$ cat config.mk
export PLATFORM = sky130hd
export DESIGN_NAME = out_port_bank
export DESIGN_NICKNAME = d
export VERILOG_FILES = /design/src/rtl/out_port_pkg.sv /design/src/rtl/out_fifo.sv /design/src/rtl/out_port_bank.sv
export SDC_FILE = /design/constraint.sdc
export NUM_CORES = 1
export LEC_CHECK = 0
export CORE_ASPECT_RATIO = 0.75
export CORE_UTILIZATION = 50
export CTS_CLUSTER_DIAMETER = 50
export DETAILED_ROUTE_END_ITERATION = 12
export GPL_TIMING_DRIVEN = 0
export HOLD_SLACK_MARGIN = 0.02
export PLACE_DENSITY = 0.76
export SYNTH_ARGS = -nofsm -noshare
export SYNTH_HDL_FRONTEND = slang
export SYNTH_SLANG_ARGS = --single-unit
$ cat constraint.sdc
create_clock -name clk -period 2 [get_ports clk]
set_input_delay 0.4 -clock clk [delete_from_list [all_inputs] [get_ports clk]]
set_output_delay 0.4 -clock clk [all_outputs]
set_load 0.02 [all_outputs]
$ cat src/rtl/out_port_pkg.sv
// Shared defaults and width helpers for the output port bank.
package out_port_pkg;

    localparam int unsigned DEF_DATA_W    = 8;
    localparam int unsigned DEF_NUM_PORTS = 2;
    localparam int unsigned DEF_DEPTH     = 4;

    // Channel select is at least one bit wide even for a single channel.
    function automatic int unsigned sel_w(input int unsigned num_ports);
        return (num_ports <= 1) ? 1 : $clog2(num_ports);
    endfunction

    function automatic int unsigned ptr_w(input int unsigned depth);
        return $clog2(depth);
    endfunction

    function automatic int unsigned cnt_w(input int unsigned depth);
        return $clog2(depth + 1);
    endfunction

    localparam int unsigned DEF_PTR_W = ptr_w(DEF_DEPTH);
    localparam int unsigned DEF_CNT_W = cnt_w(DEF_DEPTH);

endpackage

$ cat src/rtl/out_fifo.sv
// Single-channel first-word-fall-through FIFO with sticky overflow flag.
module out_fifo
    import out_port_pkg::*;
#(
    parameter int unsigned DATA_W = DEF_DATA_W,
    parameter int unsigned DEPTH  = DEF_DEPTH
) (
    input  logic              clk,
    input  logic              rst_n,
    input  logic              push,
    input  logic [DATA_W-1:0] data,
    input  logic              ready,
    input  logic              clr_ovf,
    output logic [DATA_W-1:0] head,
    output logic              valid,
    output logic              full,
    output logic              accepted,
    output logic              dropped,
    output logic              overflow
);

    localparam int unsigned PTR_W = ptr_w(DEPTH);
    localparam int unsigned CNT_W = cnt_w(DEPTH);
    localparam logic [CNT_W-1:0] CNT_MAX = CNT_W'(DEPTH);

    logic [DATA_W-1:0] mem [DEPTH];
    logic [PTR_W-1:0]  rd_ptr;
    logic [PTR_W-1:0]  wr_ptr;
    logic [CNT_W-1:0]  count;
    logic              pop;

    always_comb begin
        valid    = (count != '0);
        full     = (count == CNT_MAX);
        pop      = valid & ready;
        // A full channel can still take a word when its head leaves this cycle.
        accepted = push & (~full | pop);
        dropped  = push & full & ~pop;
        head     = mem[rd_ptr];
    end

    always_ff @(posedge clk or negedge rst_n) begin
        if (!rst_n) begin
            rd_ptr   <= '0;
            wr_ptr   <= '0;
            count    <= '0;
            overflow <= 1'b0;
            for (int unsigned i = 0; i < DEPTH; i++) begin
                mem[i] <= '0;
            end
        end else begin
            if (accepted) begin
                mem[wr_ptr] <= data;
                wr_ptr      <= wr_ptr + PTR_W'(1);
            end
            if (pop) begin
                rd_ptr <= rd_ptr + PTR_W'(1);
            end
            if (accepted && !pop) begin
                count <= count + CNT_W'(1);
            end else if (pop && !accepted) begin
                count <= count - CNT_W'(1);
            end
            if (dropped) begin
                overflow <= 1'b1;
            end else if (clr_ovf) begin
                overflow <= 1'b0;
            end
        end
    end

endmodule

$ cat src/rtl/out_port_bank.sv
// Bank of independent output channels, each a FWFT FIFO plus a last-written hold register.
module out_port_bank
    import out_port_pkg::*;
#(
    parameter  int unsigned DATA_W    = DEF_DATA_W,
    parameter  int unsigned NUM_PORTS = DEF_NUM_PORTS,
    parameter  int unsigned DEPTH     = DEF_DEPTH,
    localparam int unsigned SEL_W     = sel_w(NUM_PORTS)
) (
    input  logic                        clk,
    input  logic                        rst_n,
    input  logic                        wr_en,
    input  logic [SEL_W-1:0]            wr_sel,
    input  logic [DATA_W-1:0]           wr_data,
    output logic                        stall,
    output logic [NUM_PORTS-1:0]        full,
    output logic [NUM_PORTS-1:0]        out_valid,
    input  logic [NUM_PORTS-1:0]        out_ready,
    output logic [NUM_PORTS*DATA_W-1:0] out_data,
    output logic [NUM_PORTS*DATA_W-1:0] last,
    output logic [NUM_PORTS-1:0]        overflow,
    input  logic [NUM_PORTS-1:0]        clr_ovf
);

    logic                 sel_ok;
    logic [NUM_PORTS-1:0] push;
    logic [NUM_PORTS-1:0] accepted;
    logic [NUM_PORTS-1:0] dropped;

    assign sel_ok = (32'(wr_sel) < NUM_PORTS);
    // Only the selected channel can drop, so any drop is exactly the stall condition.
    assign stall  = |dropped;

    for (genvar i = 0; i < NUM_PORTS; i++) begin : g_ch
        assign push[i] = wr_en & sel_ok & (wr_sel == SEL_W'(i));

        out_fifo #(
            .DATA_W (DATA_W),
            .DEPTH  (DEPTH)
        ) u_fifo (
            .clk      (clk),
            .rst_n    (rst_n),
            .push     (push[i]),
            .data     (wr_data),
            .ready    (out_ready[i]),
            .clr_ovf  (clr_ovf[i]),
            .head     (out_data[i*DATA_W +: DATA_W]),
            .valid    (out_valid[i]),
            .full     (full[i]),
            .accepted (accepted[i]),
            .dropped  (dropped[i]),
            .overflow (overflow[i])
        );

        always_ff @(posedge clk or negedge rst_n) begin
            if (!rst_n) begin
                last[i*DATA_W +: DATA_W] <= '0;
            end else if (accepted[i]) begin
                last[i*DATA_W +: DATA_W] <= wr_data;
            end
        end
    end

endmodule

==> impl_metrics.ini <==
[timing]
setup_total_negative_slack_ns = -0.369
layout_worst_path_cycle_share = 1.02
grt_setup_unrepaired = true
finalClockSkew_ns = 0.00612
hold_violations = 0
layout_setup_ws_ns = -0.0437
fmax_mhz = 489
final-setup-viol-count = 14
max_slew.worst_pin.slew_ns = 0.842
report.final.slew_viol_count = 0
remaining_max_slew_budget_at_the_tightest_pin = 0.436
fin_crit_ns = 2.04

[route]
totalWireLength_um = 8870
route.vias.total = 2538
ant_nets = 0
drt_pre_antenna_iters = 4
number_of_remaining_drc_errors = 0
routed_wire_length_per_instance_um = 18.8
routed_via_density = 5.39
starting_drt_drc_count = 80

[cts]
cts.sinks = 96
worstSkewPairLatency_ns = 0.33
htree_num_levels = 3
cts_made_buffers = 9
cts_tree = yes
cts.root.buffer_cell = sky130_fd_sc_hd__clkbuf_16
clk_pin_slew_ns = 0.06
buffer_depth_of_the_longest_clock_path = 2

[synth]
synth_top_family_by_area = multiplexers
syn_avg_cell_area_um2 = 16.1
synth.net_count = 300
ys_top_cells_by_area = sky130_fd_sc_hd__dfrtp_1 (55%), sky130_fd_sc_hd__mux2_2 (22%), sky130_fd_sc_hd__mux4_2 (8.2%), sky130_fd_sc_hd__ha_1 (2.9%), sky130_fd_sc_hd__xnor2_1 (1.6%)
synth_top_cell_area_share = 0.550
synth.cell_area_um2 = 4370
cells_after_synth = 272
yosys_warning_count = 0
synth_enable_flop_cells = 0
postSynth.topFlopCell = sky130_fd_sc_hd__dfrtp_1
postSynth.asyncResetShare = 1.00
synth_seq_area_share = 0.550
yosys.area_share.xor_xnor = 0.0241
post_synth_num_cell_types = 24
synthSimpleGateAreaFrac = 0.0530
post_synth_fa_ha_maj_area_fraction = 0.0378
postSynthRegisterBits = 96
synth-compound-area-share = 0.00229
synth.area.mux_share = 0.299
synth_top_area_cell = sky130_fd_sc_hd__dfrtp_1

[cells_and_area]
fill_cells = 645
mostFrequentLayoutCells = sky130_fd_sc_hd__dfrtp_1 (90), sky130_fd_sc_hd__mux2_2 (82), sky130_fd_sc_hd__buf_4 (28), sky130_fd_sc_hd__clkdlybuf4s50_1 (28), sky130_fd_sc_hd__mux4_2 (16)
area_taken_by_multi_input_logic_gates_um2 = 1900
final_core_utilization = 0.662
diodes = 0
register_area_um2 = 2410
flow.area_growth_from_synthesis_pct = 28.2
final_area_um2 = 5600
layout-drive-gt1-share = 0.545
final_common_cell = sky130_fd_sc_hd__dfrtp_1
final_nets = 386
final_cells = 471

[global_routing]
global_route.peak_usage_layer = met2
first_global_vias = 2696
met3_use_gr = 0.0573
grtUsageMet2 = 0.331
grt_remaining_overflow = 0
first_pass_grt_wire_length_um = 14500
initial_antenna_violation_count = 0
globalRouteMet1Util = 0.309
grt_util_all_layers = 0.215
maximum_number_of_pins_on_one_net_before_global_route_repair = 69

[setup_path]
timing.critical_path.from_type = register
path_cells = nor4b_4 -> buf_6 -> buf_4 -> nor3b_2 -> mux2_2
timing.critical_path.slowest_stage_cell = sky130_fd_sc_hd__nor3b_2
crit_path_max_incr_delay_ns = 0.67
path_class = register to register
cp_max_fo = 8
worst-path-buf-inv = 2
critical_path_arrival_ns = 2.26
path_delay_family = simple AND/OR/NAND/NOR gates
cp-end-kind = register
cp.required_ns = 2.21

[power_and_ir_drop]
p_switching_mw = 3.01
power.share.sequential = 0.375
peakVddDrop_mv = 0.773
power.static_leakage_nw = 2.41
power.clock.fraction = 0.186
p_sw_frac = 0.326
cellInternalPower_mw = 6.23
p_comb_frac = 0.439
cellPowerDensity_nw_per_um2 = 1650

[floorplan]
starting_density_of_the_core = 0.517
num_io_pins = 55
die_h_um = 82.9
design.die.area_um2 = 9120
die-width_um = 110
fp-row-count = 29
total_core_area_um2 = 8450

[run]
max-cap-violations = 0

[hold_path]
timing.hold.worst.class = register to register

[placed_design]
place.gp.congestion = 0.672
dp.cells = 435
post-place-ws_ns = -0.784
dpl.hpwl_um = 5560
port_buffers = 54
placed_area_um2 = 5130

[status]
violated_checks = negative setup slack
outcome = complete, but fails checks
## logic make-up after synthesis
logic type                 count (synthesis)
adders and majority gates                 12
xor gates and xnor gates                  12
muxes                                    100
buffers and inverters                     24
and+or+nand+nor                           26
AOI/OAI and AO/OA                          2
DFF                                       96
## worst register-to-register path, cell delays in order (launching register included)
cell and delay (ns):
sky130_fd_sc_hd__dfrtp_1 0.42, sky130_fd_sc_hd__nor4b_4 0.15, sky130_fd_sc_hd__buf_6 0.14, sky130_fd_sc_hd__buf_4 0.13, sky130_fd_sc_hd__nor3b_2 0.68, sky130_fd_sc_hd__mux2_2 0.41
## through the flow
| stage | power [mW] | hold slack (ns) |
|---|---|---|
| 2_1_floorplan | 5.97 | 0.104 |
| 3_3_place_gp | 7.28 | 0.484 |
| 3_5_place_dp | 7.44 | 0.362 |
| 4_1_cts | 9.11 | 0.506 |
| 5_1_grt | 9.80 | 0.519 |
| 6_report | 9.25 | 0.500 |
## registers in the layout (all words and copies together) (netlist names)
signal	count
g_ch.u_fifo.count	6
g_ch.u_fifo.mem	64
g_ch.u_fifo.overflow	2
g_ch.u_fifo.rd_ptr	4
g_ch.u_fifo.wr_ptr	4
last	16
## routing by layer
layer  routed length (um)  part of all wire
met5                    0                 0
met4                   36            0.0041
met3                  408             0.046
met2                 4250              0.48
met1                 4180              0.47
## what timing repair did
item / in CTS / in global routing
hold buffers: 1 / 0
endpoints found under the setup margin: 57 / 27
cloned: 0 / 1
hold endpoints to repair: 28 / 0
gates resized for setup: 97 / 18
setup buffers: 16 / 6
pin swaps: 9 / 7
## worst paths after layout
kind / slack (ns) / startpoint / endpoint / cells past startpoint
setup / recovery: -0.04 / g_ch[1].u_fifo.count[2]$_DFFE_PN0P_ / g_ch[1].u_fifo.mem[1]$_DFFE_PN0P_ / 5
hold / removal: 0.50 / g_ch[0].u_fifo.mem[9]$_DFFE_PN0P_ / g_ch[0].u_fifo.mem[9]$_DFFE_PN0P_ / 1
setup reg to reg: -0.04 / g_ch[1].u_fifo.count[2]$_DFFE_PN0P_ / g_ch[1].u_fifo.mem[1]$_DFFE_PN0P_ / 5
hold reg to reg: 0.50 / g_ch[0].u_fifo.mem[9]$_DFFE_PN0P_ / g_ch[0].u_fifo.mem[9]$_DFFE_PN0P_ / 1
max in group asynchronous: 0.78 / rst_n / g_ch[1].u_fifo.count[1]$_DFFE_PN0P_ / 3
min in group asynchronous: 0.54 / rst_n / last[3]$_DFFE_PN0P_ / 2
## cell usage after synthesis, types with 3 or more instances
library cell and count:
sky130_fd_sc_hd__mux4_2 16, sky130_fd_sc_hd__xnor2_1 8, sky130_fd_sc_hd__nand2_1 3, sky130_fd_sc_hd__buf_2 4
sky130_fd_sc_hd__ha_1 10, sky130_fd_sc_hd__dfrtp_1 96, sky130_fd_sc_hd__and4bb_2 3, sky130_fd_sc_hd__nor3b_2 4
sky130_fd_sc_hd__nor2_1 3, sky130_fd_sc_hd__buf_6 4, sky130_fd_sc_hd__buf_4 6, sky130_fd_sc_hd__xor2_1 4
sky130_fd_sc_hd__nand3_1 3, sky130_fd_sc_hd__inv_1 8, sky130_fd_sc_hd__mux2_2 84, sky130_fd_sc_hd__nor3b_1 3
## power groups by stage
stage                     sequential, mW  combinational [mW]  clock (mW)
final                               3.46                4.06        1.72
after global routing                3.59                4.38        1.83
after detailed placement            3.39                4.05           0
after CTS                           3.46                3.90        1.75
after floorplan                     3.34                2.64           0
after global placement              3.34                3.95           0
## layout make-up
cell class	instances	share of cell area
plain buffers	12	0.0226
clock buffers	13	0.0465
clock inverters	3	0.00715
inverters	8	0.00536
multi-input cells	152	0.340
flip-flops and latches	96	0.430
well taps	108	0.0241
repair buffers	79	0.124
(Power assumes the default switching activity.)
